**config.mk**
```make
export PLATFORM = sky130hd
export DESIGN_NAME = id_hazard_ctl
export DESIGN_NICKNAME = d
export VERILOG_FILES = /design/src/rtl/id_hazard_ctl_pkg.sv /design/src/rtl/hazard_scoreboard.sv /design/src/rtl/id_hazard_ctl.sv
export SDC_FILE = /design/constraint.sdc
export NUM_CORES = 1
export LEC_CHECK = 0
export BUFFER_PORTS_ARGS = -buffer_cell sky130_fd_sc_hd__buf_4
export CAP_MARGIN = 20
export CORE_MARGIN = 1
export CORE_UTILIZATION = 55
export CTS_BUF_LIST = sky130_fd_sc_hd__clkbuf_4
export DETAILED_ROUTE_END_ITERATION = 8
export PLACE_DENSITY = 0.81
export SLEW_MARGIN = 20
export SYNTH_ARGS = -nofsm -noshare
export SYNTH_HDL_FRONTEND = slang
export SYNTH_SLANG_ARGS = --single-unit
```
**constraint.sdc**
```tcl
create_clock -name clk -period 2.75 [get_ports clk]
set_input_delay 0.275 -clock clk [delete_from_list [all_inputs] [get_ports clk]]
set_output_delay 0.275 -clock clk [all_outputs]
set_load 0.05 [all_outputs]
```
**src/rtl/id_hazard_ctl_pkg.sv**
```systemverilog
// Shared types for the ID-stage hazard controller: register index width,
// scoreboard slot layout and controller state encoding.
package id_hazard_ctl_pkg;

    localparam int REG_IDX_W = 3;

    typedef struct packed {
        logic                 valid;
        logic [REG_IDX_W-1:0] dest;
        logic                 is_load;
    } sb_entry_t;

    typedef enum logic [1:0] {
        ST_RUN   = 2'b00,
        ST_DRAIN = 2'b01,
        ST_HALT  = 2'b10
    } ctl_state_t;

endpackage

```
**src/rtl/hazard_scoreboard.sv**
```systemverilog
// Destination shift register (EX, MEM, WB) with per-slot source compares.
// Slot 0 is EX; the last slot is WB.
module hazard_scoreboard
    import id_hazard_ctl_pkg::*;
#(
    parameter int NUM_SLOTS = 3,
    parameter bit WB_BYPASS = 1'b1
) (
    input  logic                 clk,
    input  logic                 rst,
    input  logic                 hold,
    input  logic                 bubble,
    input  sb_entry_t            new_entry,
    input  logic [REG_IDX_W-1:0] rs,
    input  logic                 rs_used,
    input  logic [REG_IDX_W-1:0] rt,
    input  logic                 rt_used,
    output logic                 match
);

    sb_entry_t              slots_reg [NUM_SLOTS];
    logic [NUM_SLOTS-1:0]   slot_hit;

    always_ff @(posedge clk) begin
        if (!rst) begin
            for (int i = 0; i < NUM_SLOTS; i++) begin
                slots_reg[i] <= '0;
            end
        end else if (!hold) begin
            for (int i = NUM_SLOTS - 1; i > 0; i--) begin
                slots_reg[i] <= slots_reg[i-1];
            end
            slots_reg[0] <= bubble ? '0 : new_entry;
        end
    end

    genvar gi;
    generate
        for (gi = 0; gi < NUM_SLOTS; gi++) begin : g_cmp
            if (WB_BYPASS && (gi == NUM_SLOTS - 1)) begin : g_bypassed
                // Register file writes before it reads, so WB never conflicts.
                assign slot_hit[gi] = 1'b0;
            end else begin : g_checked
                assign slot_hit[gi] = slots_reg[gi].valid &&
                    ((rs_used && (rs == slots_reg[gi].dest)) ||
                     (rt_used && (rt == slots_reg[gi].dest)));
            end
        end
    endgenerate

    assign match = |slot_hit;

endmodule

```
**src/rtl/id_hazard_ctl.sv**
```systemverilog
// Stall/flush control for IF/ID and ID/EX with RAW detection (no forwarding)
// and createdump halt draining.
module id_hazard_ctl
    import id_hazard_ctl_pkg::*;
#(
    parameter int NUM_SLOTS    = 3,
    parameter bit WB_BYPASS    = 1'b1,
    parameter int DRAIN_CYCLES = 3
) (
    input  logic                 clk,
    input  logic                 rst,
    input  logic                 id_valid,
    input  logic [REG_IDX_W-1:0] id_rs,
    input  logic                 id_rs_used,
    input  logic [REG_IDX_W-1:0] id_rt,
    input  logic                 id_rt_used,
    input  logic [REG_IDX_W-1:0] id_rd,
    input  logic                 id_reg_write,
    input  logic                 id_memRead,
    input  logic                 id_createdump,
    input  logic                 ex_branch_taken,
    input  logic                 mem_stall,
    output logic                 if_stall,
    output logic                 id_stall,
    output logic                 ifid_flush,
    output logic                 idex_flush,
    output logic                 halt,
    output logic [15:0]          stall_count
);

    localparam int DRAIN_W = $clog2(DRAIN_CYCLES) + 1;

    ctl_state_t         state_reg, state_next;
    logic [DRAIN_W-1:0] drain_cnt_reg, drain_cnt_next;
    logic [15:0]        stall_count_reg, stall_count_next;

    logic      sb_hold, sb_bubble, sb_match, hazard;
    sb_entry_t sb_new;

    assign sb_new = '{valid: id_valid && id_reg_write, dest: id_rd, is_load: id_memRead};

    hazard_scoreboard #(
        .NUM_SLOTS (NUM_SLOTS),
        .WB_BYPASS (WB_BYPASS)
    ) u_scoreboard (
        .clk       (clk),
        .rst       (rst),
        .hold      (sb_hold),
        .bubble    (sb_bubble),
        .new_entry (sb_new),
        .rs        (id_rs),
        .rs_used   (id_rs_used),
        .rt        (id_rt),
        .rt_used   (id_rt_used),
        .match     (sb_match)
    );

    assign hazard = id_valid && (state_reg == ST_RUN) && sb_match;

    always_comb begin
        if_stall         = 1'b0;
        ifid_flush       = 1'b0;
        idex_flush       = 1'b0;
        halt             = 1'b0;
        sb_hold          = 1'b0;
        sb_bubble        = 1'b1;
        state_next       = state_reg;
        drain_cnt_next   = drain_cnt_reg;
        stall_count_next = stall_count_reg;

        // Outputs stay quiet while reset is asserted, whatever the inputs do.
        if (rst) begin
            unique case (state_reg)
                ST_RUN: begin
                    if (mem_stall) begin
                        if_stall = 1'b1;
                        sb_hold  = 1'b1;
                    end else if (ex_branch_taken) begin
                        ifid_flush = 1'b1;
                        idex_flush = 1'b1;
                    end else if (hazard) begin
                        if_stall   = 1'b1;
                        idex_flush = 1'b1;
                        if (stall_count_reg != 16'hFFFF) begin
                            stall_count_next = stall_count_reg + 16'd1;
                        end
                    end else begin
                        sb_bubble = 1'b0;
                        if (id_valid && id_createdump) begin
                            state_next     = ST_DRAIN;
                            drain_cnt_next = '0;
                        end
                    end
                end
                ST_DRAIN: begin
                    if_stall = 1'b1;
                    if (mem_stall) begin
                        sb_hold = 1'b1;
                    end else begin
                        idex_flush     = 1'b1;
                        drain_cnt_next = drain_cnt_reg + 1'b1;
                        if (drain_cnt_reg == DRAIN_W'(DRAIN_CYCLES - 1)) begin
                            state_next = ST_HALT;
                        end
                    end
                end
                ST_HALT: begin
                    if_stall = 1'b1;
                    halt     = 1'b1;
                end
                default: begin
                    state_next = ST_RUN;
                end
            endcase
        end
    end

    always_ff @(posedge clk) begin
        if (!rst) begin
            state_reg       <= ST_RUN;
            drain_cnt_reg   <= '0;
            stall_count_reg <= '0;
        end else begin
            state_reg       <= state_next;
            drain_cnt_reg   <= drain_cnt_next;
            stall_count_reg <= stall_count_next;
        end
    end

    assign id_stall    = if_stall;
    assign stall_count = rst ? stall_count_reg : 16'd0;

endmodule

```
==> results of run 1 <==
[critical path: stages, from the launching register on]
cell      delay (ps)
edfxtp_1         440
xnor2_1          200
nand4_1          140
a21boi_2         280
o21ai_2          250
o21a_1           250
nor3_2           140
buf_4            230
[stage by stage]
step	setup WS (ps)	std cells	hold slack [ps]	power [µW]
after global routing	64.9	285	227	882
final	212	285	221	843
after CTS	182	285	211	853
after floorplan	94.2	203	456	565
after detailed placement	537	277	486	613
after global placement	654	277	471	608
[cells by family after synthesis]
logic type | Yosys count
flops | 29
xor+xnor | 13
compound gates | 29
fa+ha+maj | 7
simple gates | 96
mux | 12
buf+inv | 17
[worst max path at each step]
stage	from	endpoint	slack, ps	depth (start not counted)
after floorplan	state_reg[0]	if_stall	90	9
after global placement	u_scoreboard.slots_reg[0][1]	id_stall	650	7
final	u_scoreboard.slots_reg[0][8]	id_stall	210	7
after CTS	u_scoreboard.slots_reg[0][1]	id_stall	180	7
after global routing	u_scoreboard.slots_reg[0][1]	id_stall	60	7
after detailed placement	u_scoreboard.slots_reg[0][8]	stall_count_reg[5]	540	6
[power by group through the flow]
stage          clock (µW)  combinational, µW  sequential, µW
4_1_cts               249                143             460
6_report              240                143             460
2_1_floorplan           0               97.6             468
5_1_grt               264                156             462
3_3_place_gp            0                139             469
3_5_place_dp            0                143             470
[synth_stat cells (2+ instances only)]
cell / count
mux2i_1: 4
nand4_1: 6
nand3_1: 9
inv_1: 7
nor3_1: 2
ha_1: 7
xnor2_1: 13
buf_4: 2
a31o_2: 2
dfxtp_1: 21
clkbuf_1: 6
and3_1: 7
o21ai_0: 7
or2_2: 2
and2_1: 19
nor2_1: 14
mux2_2: 8
a21boi_2: 2
o31ai_1: 3
and4_1: 3
nand2b_1: 2
nand2_1: 17
or3_1: 4
nor4_1: 6
a21oi_1: 9
edfxtp_1: 8
[area by class of cell]
class / count / area, µm²
inverter: 8 / 30.0
tap: 44 / 55.1
fill: 279 / 915
sequential: 29 / 661
multi-input combinational: 157 / 1070
timing repair buffer: 39 / 293
clock inverter: 3 / 12.5
clock buffer: 5 / 37.5
[metal layers]
| layer | vias to the layer above | wire length (µm) | global-route usage (%) |
|---|---|---|---|
| met5 | - | 0 | 0 |
| met4 | 0 | 43 | 7.14 |
| met3 | 6 | 157 | 5.24 |
| met2 | 35 | 1910 | 43.2 |
| met1 | 729 | 1700 | 30.6 |
| li1 | 798 | - | - |
==> results.md, run 1 <==
- Status: finished clean
- Proportion of netlist area held by the largest area contributor: 23.2%
- Worst min-delay path category: in -> reg
- CTS Sinks: 29
- Initial antenna violation count: 0
- WL/cell: 13.4 µm
- Share of power burned in registers: 54.6%
- Post-synthesis sequential area ratio: 36.5%
- Clock Tree Root: clkbuf_4
- Largest family of logic cells by synthesized area: simple AND/OR/NAND/NOR gates
- Core Rows: 20
- Max-cap violations: 0
- Worst VDD drop: 0.000273 V
- Int Power: 604 µW
- Synthesized flop and latch total: 29
- Sw Pwr: 238 µW
- Combinational power share: 16.9%
- Die Area: 3520 µm²
- Vias in the first global route: 1412
- Synth cell types: 39
- Most frequent cells in the layout: 39 x buf_4, 21 x dfxtp_1, 19 x and2_1
- Placed Area: 2110 µm²
- Grt total ovfl: 0
- Die height: 59.4 µm
- Hold violation total from the final report: 0
- Worst reg2reg path depth: 6
- Max Fclk: 394 MHz
- Router iterations before antenna repair: 4
- Core Region: 3080 µm²
- CTS tree: built
- Clock transition at path regs: 100 ps
- Syn Area/Cell: 8.91 µm²
- Pin count of the biggest net entering global routing: 33
- Gpl congestion: 0.768
- Commonest non-fill, non-tap cell in the layout: buf_4
- Setup CP Type: reg -> out
- Reg2Reg Setup Slack: 540 ps
- Top post-synthesis cells by area: dfxtp_1 23%, edfxtp_1 13%, and2_1 6.6%
- Worst Skew: 9.29 ps
- Final Max Slew Viols: 0
- Setup bufs post-CTS: 0
- Launching point of the worst reg2reg path: u_scoreboard.slots_reg[0][8]
- Cts hold-fix bufs: 0
- Synth warn: 0
- Worst EP required: 2480 ps
- First-pass GRT wire length: 6470 µm
- Yosys top cell by area: dfxtp_1
- Max reg flops: 16
- Net Sw Frac: 28.3%
- DR iter-0 viols: 67
- IO Port Bufs: 38
- Post-Synth XOR/XNOR Area: 6.29%
- Fin nets: 266
- Initial Utilization: 58.8%
- Synth Flop Type: dfxtp_1
- DRT antenna net count: 0
- Die Wd: 59.4 µm
- Hold Crit Endpoint: u_scoreboard.slots_reg[0][1]
- EDFF count, synth: 8
- Vias: 1568
- Simple logic cell fraction of the synthesized area: 28.8%
- Hold path depth: 2
- LEAKAGE: 0.000881 µW
- Area Overhead vs Synth: 19.6%
- Min Tclk post-route: 2540 ps
- Startpoint types: flop
- Residual DRC: 0
- Post-synthesis adder-cell area fraction: 4.84%
- Hold wc startpoint: id_rd[0]
- Crit path max fanout: 17
- Post-Syn Area: 1810 µm²
- Post-synthesis compound-gate area fraction: 12.0%
- Max-slew headroom: 57.4%
- Measured slew at the worst slew-check pin: 639 ps
- Data arrival, critical path: 2260 ps
- Post-synthesis mux area share: 7.19%
- Net count of the mapped netlist: 229
- Fin util: 70.3%
- Post-CTS resize count: 0
- Tcrit/Tclk final: 92.3%
- Antenna Cells: 0
- Clk pwr share: 28.4%
- TritonCTS buffer count: 5
- IO Pins: 40
- Post-Syn Instances: 203
- Post-layout instance area: 2160 µm²
- Post-synth ARST share: 0%
- Clk Latency, worst-skew pair: 330 ps
- Worst r2r dst: stall_count_reg[5]
- Final HPWL DP: 2800 µm
- H-tree depth: 2
- Power per cell area: 389 nW/µm²
- CTS max path bufs: 2
- Layout cell share with drive strength beyond 1: 27.0%
- CP Capture Type: output port
- Via density: 5.50
- Total GRT Usage: 24.8%
- Setup TNS: 0 ps
- Total routed wirelength: 3810 µm
- RSZ-0062 raised after global routing: no
- Final setup viols: 0
(Power assumes the default switching activity.)
==> run 2: changes to the inputs <==
--- a/config.mk
+++ b/config.mk
@@ -11,8 +11,9 @@
 export CORE_UTILIZATION = 55
 export CTS_BUF_LIST = sky130_fd_sc_hd__clkbuf_4
 export DETAILED_ROUTE_END_ITERATION = 8
-export PLACE_DENSITY = 0.81
+export PLACE_DENSITY = 0.8
 export SLEW_MARGIN = 20
 export SYNTH_ARGS = -nofsm -noshare
 export SYNTH_HDL_FRONTEND = slang
+export SYNTH_HIERARCHICAL = 1
 export SYNTH_SLANG_ARGS = --single-unit
==> run 2 against run 1 <==
Synthesized cell count increased by 7.9%. Critical path depth increased by 1. Maximum frequency decreased by 0.25%. Die area increased by 5.4%. First-iteration DRC count increased by 19%. Critical endpoint is now if_stall. Wire length increased by 2.9%. Highest routed layer unchanged. Largest power group unchanged.
==> results.md, run 2 <==
- Status: finished clean
- Min Tclk post-route: 2540 ps (+6.29 ps)
- CTS max path bufs: 2 (unchanged)
- Tcrit/Tclk final: 92.5% (+0.23 points)
- Post-Syn Instances: 219 (+7.9%)
- Worst VDD drop: 0.000397 V (+46%)
- Hold wc startpoint: id_rd[0]
- Post-synthesis compound-gate area fraction: 14.6% (+2.6 points)
- Reg area: 661 µm² (unchanged)
- WL/cell: 13.1 µm (-2.2%)
- Pin count of the biggest net entering global routing: 26 (-21%)
- Clock Tree Root: clkbuf_4
- Power Total: 1130 µW (+34%)
- Max reg flops: 16 (unchanged)
- Worst Skew: 6.92 ps (-2.37 ps)
- Crit path max fanout: 4 (-13)
- Clock transition at path regs: 100 ps (about the same)
- Vias: 1697 (+8.2%)
- Reg2Reg Setup Slack: 310 ps (-230 ps)
- Initial Utilization: 57.3% (-1.5 points)
- Hold violation total from the final report: 0 (unchanged)
- Yosys top cell by area: dfxtp_1
- Most frequent cell after synthesis: and2_1
- LEAKAGE: 0.000958 µW (+8.8%)
- Vias in the first global route: 1493 (+5.7%)
- Core Rows: 21 (+5.0%)
- H-tree depth: 2 (unchanged)
- Synthesized flop and latch total: 29 (unchanged)
- Worst r2r dst: stall_count_reg[13]
- Final Max Slew Viols: 0 (unchanged)
- Commonest cells post-synth: 23 x and2_1, 21 x dfxtp_1, 15 x nand2_1, 15 x nor2_1, 12 x xnor2_1
- Startpoint types: flop
- Worst min-delay path category: in -> reg
- Max-cap violations: 0 (unchanged)
- Max Fclk: 393 MHz (-0.25%)
- Final HPWL DP: 2830 µm (+0.87%)
- Placed Area: 2200 µm² (+4.0%)
- Simple logic cell fraction of the synthesized area: 29.7% (+0.83 points)
- Final setup viols: 0 (unchanged)
- Core Region: 3340 µm² (+8.4%)
- Residual DRC: 0 (unchanged)
- Commonest non-fill, non-tap cell in the layout: buf_4
- Fin nets: 279 (+4.9%)
- Post-synth ARST share: 0% (unchanged)
- Area of the multi-input gates: 1150 µm² (+7.3%)
- TritonCTS buffer count: 5 (unchanged)
- Post-layout instance area: 2300 µm² (+6.4%)
- Power per cell area: 491 nW/µm² (+26%)
- Worst hold slack: 202 ps (-18.6 ps)
- Worst EP required: 2480 ps (about the same)
- Total routed wirelength: 3930 µm (+2.9%)
- CTS tree: built
- Hold Crit Endpoint: u_scoreboard/slots_reg[0][1]
- Largest family of logic cells by synthesized area: simple AND/OR/NAND/NOR gates
- Die Area: 3710 µm² (+5.4%)
- Die height: 60.9 µm (+2.7%)
- Fillers: 299 (+7.2%)
- Router iterations before antenna repair: 4 (unchanged)
- Post-synthesis sequential area ratio: 34.6% (-1.9 points)
- Hold path depth: 2 (unchanged)
- Proportion of netlist area held by the largest area contributor: 22.0% (-1.2 points)
- Synth warn: 6 (+6)
- Antenna Cells: 0 (unchanged)
- Setup TNS: 0 ps (unchanged)
- Net count of the mapped netlist: 245 (+7.0%)
- Grt total ovfl: 0 (unchanged)
- Data arrival, critical path: 2270 ps (about the same)
- Via density: 5.66 (+2.8%)
- Measured slew at the worst slew-check pin: 672 ps (+32.8 ps)
- DR iter-0 viols: 80 (+19%)
- Post-synthesis adder-cell area fraction: 4.58% (-0.26 points)
- Synth cell types: 51 (+31%)
- IO Pins: 40 (unchanged)
- Setup bufs post-CTS: 0 (unchanged)
- RSZ-0062 raised after global routing: no
- CTS Sinks: 29 (unchanged)
- Area Overhead vs Synth: 20.4%
- Worst reg2reg path depth: 8 (+2)
- First-pass GRT wire length: 6360 µm (-1.6%)
- Initial antenna violation count: 0 (unchanged)
- Synth Flop Type: dfxtp_1
- IO Port Bufs: 38 (unchanged)
- Total GRT Usage: 23.7% (-1.1 points)
- Fin util: 69.0% (-1.3 points)
- Gpl congestion: 0.780 (+1.5%)
- Setup CP Type: reg -> out
- Clk Latency, worst-skew pair: 340 ps (about the same)
- Launching point of the worst reg2reg path: u_scoreboard/slots_reg[0][1]
- Layout cell share with drive strength beyond 1: 20.5% (-6.5 points)
- Max-slew headroom: 55.1% (-2.2 points)
- Cts hold-fix bufs: 0 (unchanged)
- Most frequent cells in the layout: 38 x buf_4, 23 x and2_1, 21 x dfxtp_1
- Top post-synthesis cells by area: dfxtp_1 22%, edfxtp_1 13%, and2_1 7.5%
- Post-synthesis mux area share: 5.76% (-1.4 points)
- Post-CTS resize count: 0 (unchanged)
- Syn Area/Cell: 8.72 µm² (-2.1%)
- EDFF count, synth: 8 (unchanged)
- CP Capture Type: output port
- Die Wd: 60.9 µm (+2.7%)
- DRT antenna net count: 0 (unchanged)
- Post-Syn Area: 1910 µm² (+5.6%)
- Post-Synth XOR/XNOR Area: 5.50% (-0.79 points)
[run 2: changes by cell type in the layout (fill, tap and decap cells not counted), moves of 3 or more]
cell	change
clkinv_1	-3
inv_1	+4
a211oi_1	+8
mux2_1	+8
and2_1	+4
nor4_1	-5
nor2b_1	+3
nand3_1	-3
mux2_2	-8
o31ai_1	-3
[run 2: cells by family (layout without fill, tap and decap cells)]
kind of cell,count (synthesis),after routing
AO/OA/AOI/OAI,41,41
adder cells (fa/ha/maj),7,7
flip-flops,29,29
AND/OR/NAND/NOR,98,98
multiplexers,10,10
XOR/XNOR,12,12
buffers and inverters,22,57
[run 2: cell type report]
class | instances | share of cell area, %
inverter | 11 | 1.79
sequential | 29 | 28.7
timing repair buffer | 38 | 12.4
clock inverter | 3 | 2.83
tap | 46 | 2.50
multi-input combinational | 168 | 50.1
clock buffer | 5 | 1.63
[run 2: critical path: stages, from the launching register on]
cell      delay, ps
edfxtp_1        440
xnor2_1         190
nand4_1         110
nand2_1          90
a22o_1          200
and3b_1         250
o21ai_0         120
a211oi_2        280
buf_4           240
[run 2: routing by layer]
layer / share of wire, % / wire [µm] / GRT usage (%) / vias up
met5: 0 / 0 / 0 / -
met4: 2.1 / 84 / 11.7 / 0
met3: 4.6 / 179 / 4.90 / 8
met2: 48 / 1890 / 41.6 / 47
met1: 45 / 1770 / 27.3 / 797
li1: - / - / - / 845
[run 2: worst max path at each step]
stage                                  from                  end  cells past startpoint
6_report       u_scoreboard/slots_reg[0][1]             if_stall                      8
5_1_grt        u_scoreboard/slots_reg[0][1]             if_stall                      8
3_5_place_dp   u_scoreboard/slots_reg[0][1]  stall_count_reg[13]                      8
2_1_floorplan  u_scoreboard/slots_reg[0][1]             if_stall                      8
4_1_cts        u_scoreboard/slots_reg[0][1]             if_stall                      8
3_3_place_gp   u_scoreboard/slots_reg[0][1]  stall_count_reg[13]                      8
[run 2: where the power goes]
part	total, µW	leakage, µW	internal (µW)	switching (µW)
Clock	446	0.0000552	281	165
Combinational	215	0.000640	84.1	131
Sequential	469	0.000263	455	13.4
[run 2: per-stage QoR]
stage	setup slack, ps	cells
after floorplan	170	219
after global placement	340	292
after detailed placement	305	292
after CTS	174	300
after global routing	34.3	300
final	206	300
==> run 3: changes to the inputs <==
--- a/config.mk
+++ b/config.mk
@@ -8,12 +8,11 @@
 export BUFFER_PORTS_ARGS = -buffer_cell sky130_fd_sc_hd__buf_4
 export CAP_MARGIN = 20
 export CORE_MARGIN = 1
-export CORE_UTILIZATION = 55
+export CORE_UTILIZATION = 54
 export CTS_BUF_LIST = sky130_fd_sc_hd__clkbuf_4
 export DETAILED_ROUTE_END_ITERATION = 8
-export PLACE_DENSITY = 0.8
+export PLACE_DENSITY = 0.79
 export SLEW_MARGIN = 20
 export SYNTH_ARGS = -nofsm -noshare
 export SYNTH_HDL_FRONTEND = slang
-export SYNTH_HIERARCHICAL = 1
 export SYNTH_SLANG_ARGS = --single-unit
==> run 3 against run 2 <==
Via count is 9.2% lower. Critical path depth is 1 lower. Maximum frequency is 1.4% higher. Die area is 3.4% lower. Largest cell class unchanged. Non-clock buffer count is 1 higher.
==> results.md, run 3 (synthesized netlist as in run 1, its figures left out) <==
- Max-cap violations: 0 (unchanged)
- Max-slew headroom: 56.7% (+1.6 points)
- Pin count of the biggest net entering global routing: 33 (+27%)
- Min Tclk post-route: 2510 ps (-35.0 ps)
- Final Max Slew Viols: 0 (unchanged)
- IO Pins: 40 (unchanged)
- Setup bufs post-CTS: 0 (unchanged)
- Area Overhead vs Synth: 19.8%
- WL/cell: 13.1 µm (+0.33%)
- CP Capture Type: output port
- RSZ-0062 raised after global routing: no
- CTS max path bufs: 2 (unchanged)
- Worst min-delay path category: in -> reg
- Die Wd: 59.9 µm (-1.7%)
- Critical Path, Cell by Cell: xnor2_1, nand4_1, a21boi_2, o21ai_2, o21a_1, nor3_2, buf_4
- Worst VDD drop: 0.000281 V (-29%)
- First-pass GRT wire length: 6000 µm (-5.7%)
- Router iterations before antenna repair: 5 (+1)
- Commonest non-fill, non-tap cell in the layout: buf_4
- Max reg flops: 16 (unchanged)
- Setup TNS: 0 ps (unchanged)
- Initial antenna violation count: 0 (unchanged)
- H-tree depth: 2 (unchanged)
- Status: finished clean
- Most frequent cells in the layout: 39 x buf_4, 21 x dfxtp_1, 19 x and2_1
- Antenna Cells: 0 (unchanged)
- Final HPWL DP: 2710 µm (-4.3%)
- Measured slew at the worst slew-check pin: 649 ps (-22.7 ps)
- Residual DRC: 0 (unchanged)
- Vias: 1541 (-9.2%)
- Worst Skew: 15.9 ps (+9.02 ps)
- Die height: 59.9 µm (-1.7%)
- Clock transition at path regs: 100 ps (about the same)
- LEAKAGE: 0.000886 µW (-7.5%)
- Post-CTS resize count: 0 (unchanged)
- Layout cell share with drive strength beyond 1: 27.8% (+7.3 points)
- Via density: 5.41 (-4.4%)
- Clock Tree Root: clkbuf_4
- Power per cell area: 399 nW/µm² (-19%)
- Crit path max fanout: 17 (+13)
- Max stage delay on crit path: 440 ps (about the same)
- Core Region: 3130 µm² (-6.3%)
- Fin nets: 266 (-4.7%)
- Setup CP Type: reg -> out
- Tcrit/Tclk final: 91.2% (-1.3 points)
- Clk Latency, worst-skew pair: 340 ps (about the same)
- DRT antenna net count: 0 (unchanged)
- Hold violation total from the final report: 0 (unchanged)
- TritonCTS buffer count: 5 (unchanged)
- Worst path slowest cell: edfxtp_1
- Startpoint types: flop
- Worst EP required: 2480 ps (about the same)
- Max Fclk: 399 MHz (+1.4%)
- Total GRT Usage: 22.9% (-0.77 points)
- Core Rows: 20 (-4.8%)
- IO Port Bufs: 38 (unchanged)
- Worst hold slack: 212 ps (+9.35 ps)
- Total routed wirelength: 3740 µm (-4.7%)
- Grt total ovfl: 0 (unchanged)
- CTS tree: built
- Cts hold-fix bufs: 0 (unchanged)
- CTS Sinks: 29 (unchanged)
- Fin util: 69.3% (+0.37 points)
- Final setup viols: 0 (unchanged)
- Die Area: 3590 µm² (-3.4%)
- Gpl congestion: 0.791 (+1.4%)
- DR iter-0 viols: 51 (-36%)
- Initial Utilization: 57.8% (+0.58 points)
- Vias in the first global route: 1385 (-7.2%)
- Data arrival, critical path: 2230 ps (-40 ps)
## run 3: metrics by stage
| step | instance area, µm² | setup WS [ps] | total power [µW] | cells |
|---|---|---|---|---|
| final | 2170 | 241 | 866 | 285 |
| after global routing | 2170 | 92.9 | 908 | 285 |
| after CTS | 2170 | 212 | 875 | 285 |
| after detailed placement | 2110 | 557 | 612 | 277 |
| after global placement | 2110 | 644 | 609 | 277 |
| after floorplan | 1810 | 94.2 | 565 | 203 |
## run 3: power by group
| group | internal (µW) | total (µW) | switching [µW] |
|---|---|---|---|
| sequential | 451 | 460 | 9.33 |
| combinational | 61.3 | 142 | 80.5 |
| clock | 107 | 264 | 157 |
| total | 619 | 866 | 247 |
## run 3: metal layers
metal  vias to the layer above  wire length (µm)  global-route usage [%]
met3                         6               198                    6.71
met5                         -                 0                       0
met4                         0                52                    7.97
met2                        41              1790                    39.2
li1                        798                 -                       -
met1                       696              1700                    27.2
## run 3: final cells by class
class / instances / area [µm²]
Inverter: 8 / 30.0
Timing Repair Buffer: 39 / 293
Multi-Input combinational cell: 157 / 1070
Clock buffer: 6 / 45.0
Sequential cell: 29 / 661
Tap cell: 44 / 55.1
Fill cell: 279 / 960
Clock inverter: 2 / 10.0
## run 3: worst max-delay path: cells and delay by family (launching register included)
kind | cells | cell delay, ps
and+or+nand+nor | 2 | 280
xor gates and xnor gates | 1 | 220
buffers and inverters | 1 | 230
AOI/OAI and AO/OA | 3 | 740
DFF | 1 | 440
## run 3: worst paths after layout
path	slack [ps]	endpoint	from	cells past startpoint
max	240	if_stall	u_scoreboard.slots_reg[0][1]	7
min	210	u_scoreboard.slots_reg[0][2]	id_rd[1]	2
max reg2reg	540	stall_count_reg[11]	u_scoreboard.slots_reg[0][1]	6
min reg2reg	490	drain_cnt_reg[1]	drain_cnt_reg[1]	2
